**src/rtl/pc_fetch_sequencer.sv**
```systemverilog
// ---------------------------------------------------------------------------
// pc_fetch_sequencer
//
// Instruction-fetch front end. Generates the fetch address stream for a
// request/ready + rvalid instruction memory, keeps at most one request in
// flight, buffers a returned word while decode is stalled, and redirects
// fetch when EX resolves a taken branch, JAL or JALR.
//
// Ports
//   clk, rst_n          clock; asynchronous active-low reset
//   PCSrc[1:0]          next-PC select from EX (01 PCTarget, 10 ALUResult)
//   ResolveValid        PCSrc / PCTarget / ALUResult are meaningful
//   PCTarget[31:0]      PC + imm target
//   ALUResult[31:0]     JALR target before LSB clear
//   Stall               decode cannot take an instruction this cycle
//   imem_req/addr       fetch request and its address
//   imem_ready          memory accepts the request this cycle
//   imem_rvalid/rdata   returned instruction word (one per accepted request)
//   instr_valid         instr_out / pc_out valid to decode
//   instr_out, pc_out   fetched word and its address
//   flush_out           one-cycle pulse: kill younger instructions in IF/ID
//   fetch_fault         (only with PC_ALIGN_CHECK_EN) sticky misaligned-target
//
// Build option
//   PC_ALIGN_CHECK_EN   when defined, a redirect target with bits[1:0] != 0
//                       parks the sequencer in FAULT and raises fetch_fault.
//                       When undefined, target bits[1:0] are forced to 00.
// ---------------------------------------------------------------------------
module pc_fetch_sequencer #(
    parameter logic [31:0] RESET_PC = 32'h0000_0000
) (
    input  logic        clk,
    input  logic        rst_n,
    input  logic [1:0]  PCSrc,
    input  logic        ResolveValid,
    input  logic [31:0] PCTarget,
    input  logic [31:0] ALUResult,
    input  logic        Stall,
    output logic        imem_req,
    output logic [31:0] imem_addr,
    input  logic        imem_ready,
    input  logic        imem_rvalid,
    input  logic [31:0] imem_rdata,
    output logic        instr_valid,
    output logic [31:0] instr_out,
    output logic [31:0] pc_out,
    output logic        flush_out
`ifdef PC_ALIGN_CHECK_EN
    ,
    output logic        fetch_fault
`endif
);

    typedef enum logic [2:0] {
        ST_BOOT  = 3'd0,
        ST_REQ   = 3'd1,
        ST_WAIT  = 3'd2,
        ST_HOLD  = 3'd3,
        ST_FAULT = 3'd4
    } state_t;

    state_t      state_reg;
    logic [31:0] fetch_pc_reg;   // address of the request in flight / next request
    logic        discard_reg;    // response of the in-flight request must be dropped
    logic [31:0] hold_buf_reg;   // word captured while decode stalls

    logic        redirect;
    logic [31:0] redirect_target;
    logic        present_now;
    logic        hold_present;

    // Target LSBs are either forced to zero or only inspected by the
    // alignment check; this keeps them formally consumed in both builds.
    logic        unused_target_lsbs;
    assign unused_target_lsbs = ^{ALUResult[1:0], PCTarget[1:0]};

    always_comb begin
        redirect = ResolveValid && ((PCSrc == 2'b01) || (PCSrc == 2'b10));
        if (PCSrc == 2'b10) begin
            redirect_target = {ALUResult[31:1], 1'b0};
        end else begin
            redirect_target = PCTarget;
        end
`ifndef PC_ALIGN_CHECK_EN
        redirect_target[1:0] = 2'b00;
`endif
    end

`ifdef PC_ALIGN_CHECK_EN
    logic target_misaligned;
    assign target_misaligned = (redirect_target[1:0] != 2'b00);
    assign fetch_fault       = (state_reg == ST_FAULT);
`endif

    // Outputs decode from state and current inputs: a returned word is
    // handed to decode in the rvalid cycle itself, and a redirect masks
    // instr_valid in the same cycle that flush_out pulses.
    always_comb begin
        present_now  = (state_reg == ST_WAIT) && imem_rvalid && !discard_reg
                       && !redirect && !Stall;
        hold_present = (state_reg == ST_HOLD) && !redirect;
        imem_req     = (state_reg == ST_REQ);
        imem_addr    = fetch_pc_reg;
        instr_valid  = present_now || hold_present;
        instr_out    = present_now  ? imem_rdata   :
                       hold_present ? hold_buf_reg : 32'h0;
        pc_out       = instr_valid ? fetch_pc_reg : 32'h0;
        flush_out    = rst_n && redirect;
    end

    always_ff @(posedge clk or negedge rst_n) begin
        if (!rst_n) begin
            state_reg    <= ST_BOOT;
            fetch_pc_reg <= RESET_PC;
            discard_reg  <= 1'b0;
            hold_buf_reg <= 32'h0;
        end else if (redirect && (state_reg != ST_FAULT)) begin
            // Redirect wins over Stall; a later redirect simply overwrites
            // fetch_pc, so the newest target is the one fetched.
            hold_buf_reg <= 32'h0;
`ifdef PC_ALIGN_CHECK_EN
            if (target_misaligned) begin
                state_reg   <= ST_FAULT;
                discard_reg <= 1'b0;
            end else
`endif
            begin
                fetch_pc_reg <= redirect_target;
                case (state_reg)
                    ST_REQ: begin
                        // Not accepted: the address may still change.
                        // Accepted: the old word is on its way, drop it.
                        if (imem_ready) begin
                            state_reg   <= ST_WAIT;
                            discard_reg <= 1'b1;
                        end
                    end
                    ST_WAIT: begin
                        if (imem_rvalid) begin
                            state_reg   <= ST_REQ;
                            discard_reg <= 1'b0;
                        end else begin
                            discard_reg <= 1'b1;
                        end
                    end
                    default: begin
                        state_reg   <= ST_REQ;
                        discard_reg <= 1'b0;
                    end
                endcase
            end
        end else begin
            case (state_reg)
                ST_BOOT: begin
                    state_reg    <= ST_REQ;
                    fetch_pc_reg <= RESET_PC;
                end
                ST_REQ: begin
                    if (imem_ready) begin
                        state_reg <= ST_WAIT;
                    end
                end
                ST_WAIT: begin
                    if (imem_rvalid) begin
                        if (discard_reg) begin
                            discard_reg <= 1'b0;
                            state_reg   <= ST_REQ;
                        end else if (Stall) begin
                            hold_buf_reg <= imem_rdata;
                            state_reg    <= ST_HOLD;
                        end else begin
                            fetch_pc_reg <= fetch_pc_reg + 32'd4;
                            state_reg    <= ST_REQ;
                        end
                    end
                end
                ST_HOLD: begin
                    if (!Stall) begin
                        fetch_pc_reg <= fetch_pc_reg + 32'd4;
                        hold_buf_reg <= 32'h0;
                        state_reg    <= ST_REQ;
                    end
                end
                ST_FAULT: begin
                    state_reg <= ST_FAULT;
                end
                default: begin
                    state_reg <= ST_BOOT;
                end
            endcase
        end
    end

endmodule

```
**config.mk**
```make
export PLATFORM = sky130hd
export DESIGN_NAME = pc_fetch_sequencer
export DESIGN_NICKNAME = d
export VERILOG_FILES = /design/src/rtl/pc_fetch_sequencer.sv
export SDC_FILE = /design/constraint.sdc
export NUM_CORES = 1
export LEC_CHECK = 0
export BUFFER_PORTS_ARGS = -buffer_cell sky130_fd_sc_hd__buf_4
export CORE_UTILIZATION = 29
export CTS_CLUSTER_SIZE = 10
export DETAILED_ROUTE_END_ITERATION = 10
export HOLD_SLACK_MARGIN = 0.12
export SLEW_MARGIN = 5
export SYNTH_ARGS = -nofsm -noshare
export SYNTH_HDL_FRONTEND = slang
export SYNTH_SLANG_ARGS = --single-unit
```
**constraint.sdc**
```tcl
create_clock -name clk -period 5.3 [get_ports clk]
set_clock_uncertainty 0.1 [all_clocks]
set_input_delay 1.06 -clock clk [delete_from_list [all_inputs] [get_ports clk]]
set_output_delay 1.06 -clock clk [all_outputs]
set_load 0.02 [all_outputs]
```
Yosys cells after proc, flatten, opt, wreduce, memory -nomap -nowiden
Index checks and enable logic that the tools add are counted.

Muxes and demuxes: 30. Eq/ne operators: 13. Reduce and logical (&&, ||, !) cells: 22. Add/sub/neg operators: 1.

Operator list (number): $mux W32 (13); $pmux W32 S3 (1); $pmux W32 S2 (1); $add A32 B3 Y32 const B (1); $mux W3 (5); $pmux W3 S5 (1); $ne A3 B2 Y1 const B (4); $logic_and A1 B1 Y1 (8); $eq A3 B2 Y1 const B (2); $ne A3 B3 Y1 const B (2); $pmux W3 S2 (1); $reduce_and A3 Y1 (2); $mux W1 (5); $reduce_and A5 Y1 (1); $mux W2 (2); $reduce_bool A2 Y1 (2); $reduce_bool A4 Y1 (1); $eq A3 B1 Y1 const B (1); $eq A3 B3 Y1 const B (1); $logic_not A1 Y1 (3); $logic_not A3 Y1 (1); $reduce_bool A3 Y1 (1); $eq A2 B1 Y1 const B (1); $eq A2 B2 Y1 const B (1); 4 further kinds (5).

Output and inout port bits: 99. Flip-flop bits (word level): 68. Input bits: 104.

Depth between registers and ports, before layout
Gate-level depths: netlist (run 1).

Word-level depth: 8. Mapped depth: 10.

Worst setup path after synthesis (run 1)
No wires, ideal clock.

Kind: input port to output port. From: input port PCSrc[0]. To: output port pc_out[14]. Path buffers: 2. Cell stages on the path: 8. Setup slack: 1530 ps. Arrival: 2610 ps. Path through: inv_1 ha_1 nand2b_1 buf_2 nand2_2 nor2_1 clkbuf_1 and2_1.

Longest elaborated chain between the ends: 8.

Ends and longest elaborated chain: start: declaration (line 34) `input logic [1:0] PCSrc,`; $eq A2 B1 Y1 or $eq A2 B2 Y1 (tied branches) (line 78) `redirect = ResolveValid && ((PCSrc == 2'b01) || (PCSrc == 2'b10));`; $logic_or A1 B1 Y1 * (line 78); $logic_and A1 B1 Y1 * (line 78); $logic_not A1 Y1 * (line 100, 101); $logic_and A1 B1 Y1 (2 in series) (line 100) `&& !redirect && !Stall;`; $logic_or A1 B1 Y1 * (line 104) `instr_valid = present_now || hold_present;`; net instr_valid (line 44) `output logic instr_valid,`; $mux W32 * (line 107) `pc_out = instr_valid ? fetch_pc_reg : 32'h0;`; end: declaration (line 46) `output logic [31:0] pc_out,`.

Mark *: on every way through the listed nets, which the timed path passes. The rest lies on a longest branch.

Final worst setup path (run 1)
From: input port PCSrc[0]. To: output port pc_out[30].

Longest elaborated chain between the ends: 8.

Ends and longest elaborated chain (line): $eq A2 B1 Y1 or $eq A2 B2 Y1 (tied branches) (78); $logic_or A1 B1 Y1 * (78); $logic_and A1 B1 Y1 * (78); $logic_not A1 Y1 * (100, 101); $logic_and A1 B1 Y1 (2 in series) (100); $logic_or A1 B1 Y1 * (104); $mux W32 * (107).

Mark *: on every way between the ends. The rest lies on a longest branch, timed or not.

==> impl_metrics.toml, run 1 <==
[global_route]
grt_pass1_wl_mm = 23.1
use_met1_pct = 22.3
antenna_found_initial = 0
grt.busiest_layer = "met2"
grt-ovfl-total = 0
grt_use_met2_pct = 30.4
grt_usage_pct = 18.0
grt_max_degree = 67
grt_use_met3_pct = 4.97
grt_pass1_vias = 4554

[detailed_routing]
dr.pass1.iters = 4
drc = 0
vias = 4812
wl_mm = 14.3
routedWlPerCell_microns = 15.8
initialDrtViolationCount = 342
drtAntennaViolNets = 0
post_drt_via_cell_ratio = 5.31

[hold_path]
hp-class = "reg2reg"
min_path_cells = 2

[pwr]
ir_drop_uv = 216
p_leak_nw = 2.95
power_density_nw_per_um2 = 499

[cts]
htreeDepth = 3
insertion_delay_ns = 0.32
clock_sinks = 66
cts_buffer_depth = 2
cts.clk_slew.worst_paths_ns = 0.06
cts_made_buffers = 9
postCtsSetupBuffers = 0
postCtsResizedCells = 0
cts_tree = "yes"
clockRootBuffer = "clkbuf_16"
ctsHoldBuffers = 0

[job]
cap_violations = 0

[critical_path]
r2r-start = "state_reg[0]$_DFFE_PN0P_"
worstSetupStartpointType = "primary input"
cp-end-kind = "output port"
cp_data_required_time_ns = 4.14
critPathKind = "in2out"
cp_max_fo = 45
cpMostUsedCell = "buf_4"
slowest_stage = "buf_4"
endpoint = "pc_out[30]"
cp_cell_sequence = "buf_4 -> inv_1 -> ha_2 -> nand2b_1 -> nand2_2 -> buf_4 -> nor2_1 -> buf_4 -> and2_1 -> buf_4"
ff2ff_setup_slack_ns = 2.67
cp_slowest_stage_delay_ns = 0.42
cp-startpoint = "PCSrc[0]"
reg2reg_to = "imem_addr[13]$_DFFE_PN0P_"
worstRegToRegCells = 6
cp_data_arrival_time_ns = 3.12

[sta]
fin_hold_ws_ns = 0.385
fin_tns_setup_ns = 0
min_period_ns = 4.28
finalSetupViolations = 0
hold_viol_final = 0
max_freq_mhz = 234
slew_headroom_pct = 21.3
tightest_slew_ns = 1.18
slew_violations = 0
rsz0062_at_grt = "no"
finalCritPeriodShare_pct = 80.8

[yosys]
synth_area_leader_cell = "dfrtp_1"
syn_area_sq_um = 4470
ys_top_cells_by_area = "dfrtp_1, a22o_1, nand2_1"
yosys_most_used_dff = "dfrtp_1"
syn_area_per_cell_sq_um = 8.30
ys_types = 53
synth_edf_count = 0
synth_top_area_share_pct = 36.9
ys_seq_elements = 66
async_flop_share_pct = 100
synthCells = 539
yosys_warnings = 0
ys_seq_area_share_pct = 36.9

[die]
die_w_microns = 126
die_h_microns = 126
io-pin-count = 203
initial_utilization_pct = 29.5
row_count = 45
dieArea_sq_um = 15900
coreArea_sq_um = 15100

[layout]
mostFrequentLayoutCell = "buf_4"
area_growth_pct = 42.7
layout_common_cells = "buf_4, nand2_1, dfrtp_1"
drive_gt1_share_pct = 33.4
largest_reg_flops = 32
fin_nets = 820
antenna_cells = 0

[place]
port_buffers = 194
gp_congestion = 0.821
hpwl_mm = 10.1

[outcome]
status = "finished, final reports clean"
-- cells in the mapped netlist (2+ instances only) --
cell type  number
o22ai_1         5
o311ai_1        2
a22o_1         38
o2bb2ai_1       2
nand3_1        20
dfrtp_1        66
nand4_1         6
o221ai_1        3
and3_1          7
mux2_2          7
nor2_1         31
a21oi_1        20
nor4_1          2
ha_1            2
buf_4           6
a21o_1          3
mux2i_1        23
nand2b_1        8
buf_2          21
clkbuf_1       15
o21ai_0        46
a31oi_1         9
o32a_1          6
o22a_1          2
nor3_1         14
o32ai_1         5
o21ai_1        18
nand2_1        86
nor2b_1         3
and2_1         26
inv_1          12
or4_1           2
nor4_4          3
-- per-stage QoR --
| step | area (sq um) | total power, mW | setup slack (ns) | instances | utilization (%) |
|---|---|---|---|---|---|
| 4_1_cts | 6380 | 3.22 | 1.01 | 907 | 42.2 |
| 3_5_place_dp | 6070 | 2.56 | 1.01 | 891 | 40.0 |
| 2_1_floorplan | 4490 | 1.91 | 1.53 | 542 | - |
| 5_1_grt | 6380 | 3.42 | 0.873 | 907 | 42.2 |
| 6_report | 6380 | 3.18 | 1.02 | 907 | 42.2 |
| 3_3_place_gp | 6070 | 2.51 | 1.06 | 891 | 40.0 |
-- worst max-delay path: cells and delay by family --
| kind | cells | cell delay (ns) |
|---|---|---|
| buffers and inverters | 5 | 0.98 |
| adders and majority gates | 1 | 0.26 |
| and+or+nand+nor | 4 | 0.80 |
-- final cells by class --
| type | count | area [sq um] |
|---|---|---|
| fillers | 1524 | 8760 |
| multi-input cells | 421 | 2600 |
| flip-flops and latches | 66 | 1650 |
| repair buffers | 204 | 1530 |
| well taps | 188 | 235 |
| clock buffers | 9 | 225 |
| clock inverters | 7 | 93.8 |
| inverters | 12 | 45.0 |
-- layer usage --
metal  up-vias  routed length, microns
li1       2307                       -
met2       211                    6840
met4         0                     239
met5         -                       0
met1      2274                    6100
met3        20                    1150
-- worst min-delay path by stage --
stage	end	slack [ns]	start
3_3_place_gp	hold_buf_reg[9]$_DFFE_PN0P_	0.36	hold_buf_reg[9]$_DFFE_PN0P_
3_5_place_dp	hold_buf_reg[22]$_DFFE_PN0P_	0.38	hold_buf_reg[22]$_DFFE_PN0P_
4_1_cts	hold_buf_reg[22]$_DFFE_PN0P_	0.39	hold_buf_reg[22]$_DFFE_PN0P_
2_1_floorplan	hold_buf_reg[10]$_DFFE_PN0P_	0.35	hold_buf_reg[10]$_DFFE_PN0P_
6_report	hold_buf_reg[23]$_DFFE_PN0P_	0.39	hold_buf_reg[23]$_DFFE_PN0P_
5_1_grt	hold_buf_reg[18]$_DFFE_PN0P_	0.42	hold_buf_reg[18]$_DFFE_PN0P_
-- report_power, final --
part	internal (mW)	leakage, nW	switching [mW]
clock	0.411	0.151	0.230
sequential	0.728	0.861	0.285
combinational	0.618	1.94	0.913
total	1.76	2.95	1.43
-- kinds of logic after synthesis --
group                    Yosys count  share of synthesized area [%]
multiplexers                      30                           6.91
AO/OA/AOI/OAI                    170                           25.6
flip-flops                        66                           36.9
AND/OR/NAND/NOR                  215                           24.2
buffers and inverters             55                           5.70
adder cells (fa/ha/maj)            2                          0.559
other                              1                         0.0838
No activity file was read; power rests on OpenSTA's default activity.
==> inputs of run 2 (changes only) <==
==> constraint.sdc (replaced) <==
create_clock -name clk -period 3.5 [get_ports clk]
set_clock_uncertainty 0.1 [all_clocks]
set_input_delay 0.7 -clock clk [delete_from_list [all_inputs] [get_ports clk]]
set_output_delay 0.7 -clock clk [all_outputs]
set_load 0.02 [all_outputs]
==> run 2 against run 1 <==
Hold slack better by 0.00091 ns. Die area unchanged. Clock-buffer cell count grew 2. Non-clock buffer count is 4 higher. Via count up 0.39%. Register-to-register slack got worse by 1.8 ns. Critical path type unchanged. Critical endpoint unchanged. Largest cell class unchanged.
==> impl_metrics.toml, run 2 (synthesis gave the netlist of run 1 again) <==
[critical_path]
critPathBufInv = 3
cp_slowest_stage_delay_ns = 0.55
critPathKind = "in2out"
cp_data_arrival_time_ns = 2.24
slowest_stage = "nor2_1"
cp-end-kind = "output port"
worstRegToRegCells = 6
reg2reg_to = "imem_addr[15]$_DFFE_PN0P_"
cp_max_fo = 23
r2r-start = "state_reg[0]$_DFFE_PN0P_"
cp_data_required_time_ns = 2.70
crit_family = "simple AND/OR/NAND/NOR gates"
ff2ff_setup_slack_ns = 0.91
worstSetupStartpointType = "primary input"
cp_cell_sequence = "buf_4 -> nand2b_1 -> nor2_1 -> nor2_1 -> nor2_1 -> buf_4 -> and2_1 -> buf_4"

[global_route]
antenna_found_initial = 0
grt_max_degree = 67
grt_pass1_wl_mm = 23.2
grt-ovfl-total = 0
grt_usage_pct = 18.1
grt_pass1_vias = 4682

[sta]
rsz0062_at_grt = "no"
finalCritPeriodShare_pct = 87.0
finalSetupViolations = 0
tightest_slew_ns = 1.18
slew_headroom_pct = 21.4
fin_tns_setup_ns = 0
min_period_ns = 3.04
max_freq_mhz = 328
slew_violations = 0
hold_viol_final = 0

[die]
coreArea_sq_um = 15100
die_w_microns = 126
io-pin-count = 203
row_count = 45
initial_utilization_pct = 29.5
die_h_microns = 126
dieArea_sq_um = 15900

[layout]
area_growth_pct = 43.3
largest_reg_flops = 32
layout_common_cells = "buf_4, nand2_1, dfrtp_1"
final_cells = 911
fin_nets = 824
mostFrequentLayoutCell = "buf_4"
final-seq-area_sq_um = 1650
multiInputGateArea_sq_um = 2600
drive_gt1_share_pct = 33.7
num-fill-cells = 1539
antenna_cells = 0

[detailed_routing]
drc = 0
routedWlPerCell_microns = 15.8
drtAntennaViolNets = 0
vias = 4831
dr.pass1.iters = 5
wl_mm = 14.4
initialDrtViolationCount = 376
post_drt_via_cell_ratio = 5.30

[pwr]
p_int_mw = 2.64
clkPwrFrac_pct = 19.3
power_density_nw_per_um2 = 746
netSwitchingFraction_pct = 44.9
power_frac_seq_pct = 32.0
p_leak_nw = 2.98
ir_drop_uv = 366
netSwitchingPower_mw = 2.15
p_comb_share_pct = 48.7

[cts]
cts.clk_slew.worst_paths_ns = 0.05
clock_sinks = 66
clockRootBuffer = "clkbuf_16"
cts_buffer_depth = 2
postCtsResizedCells = 0
cts_made_buffers = 9
cts_tree = "yes"
postCtsSetupBuffers = 0
insertion_delay_ns = 0.33
ctsHoldBuffers = 0
htreeDepth = 3

[outcome]
status = "finished, final reports clean"

[hold_path]
holdPathEnd = "hold_buf_reg[23]$_DFFE_PN0P_"
min_path_cells = 2
hp-class = "reg2reg"
hp-start = "hold_buf_reg[23]$_DFFE_PN0P_"

[job]
cap_violations = 0

[place]
port_buffers = 194
hpwl_mm = 10.2
placed_cells = 895
gp_congestion = 0.844
## run 2: worst max-delay path by stage
stage	start	depth (start not counted)	slack [ns]	to
3_5_place_dp	imem_rvalid	8	0.43	pc_out[30]
5_1_grt	discard_reg$_DFFE_PN0P_	7	0.29	pc_out[30]
6_report	imem_rvalid	8	0.46	pc_out[30]
4_1_cts	imem_rvalid	8	0.43	pc_out[30]
3_3_place_gp	imem_rvalid	8	0.44	pc_out[30]
2_1_floorplan	PCSrc[0]	8	0.45	pc_out[14]
## run 2: power groups by stage
stage / sequential (mW) / clock [mW] / combinational [mW]
finish: 1.53 / 0.925 / 2.33
CTS: 1.53 / 0.954 / 2.35
floorplan: 1.58 / 0 / 1.31
detailed placement: 1.53 / 0 / 2.35
global placement: 1.52 / 0 / 2.30
global route: 1.60 / 0.985 / 2.55
## run 2: layout make-up
cell class | count | share of cell area [%]
Inverter | 12 | 0.702
Tap cell | 188 | 3.67
Clock buffer | 11 | 3.94
Timing Repair Buffer | 208 | 24.5
Clock inverter | 5 | 0.819
Sequential cell | 66 | 25.8
Multi-Input combinational cell | 421 | 40.6
## run 2: worst min-delay path: stages (launching register included)
cell	delay, ns
dfrtp_1	0.34
nand2_1	0.04
o21ai_0	0.06
## run 2: per-stage QoR
step	hold WS, ns	instance area (sq um)	total power, mW	utilization [%]	worst slack (ns)
2_1_floorplan	0.304	4490	2.89	-	0.450
3_3_place_gp	0.367	6110	3.82	40.3	0.444
3_5_place_dp	0.379	6110	3.88	40.3	0.429
4_1_cts	0.392	6410	4.83	42.3	0.430
5_1_grt	0.420	6410	5.14	42.3	0.295
6_report	0.386	6410	4.79	42.3	0.455
## run 2: metal layers
layer	part of all wire, %	vias up	routed length, microns	GRT usage [%]
met3	8.0	14	1140	5.01
met5	0	-	0	0
met1	44	2279	6260	22.5
met4	1.3	0	191	6.24
met2	47	217	6770	30.0
li1	-	2321	-	-
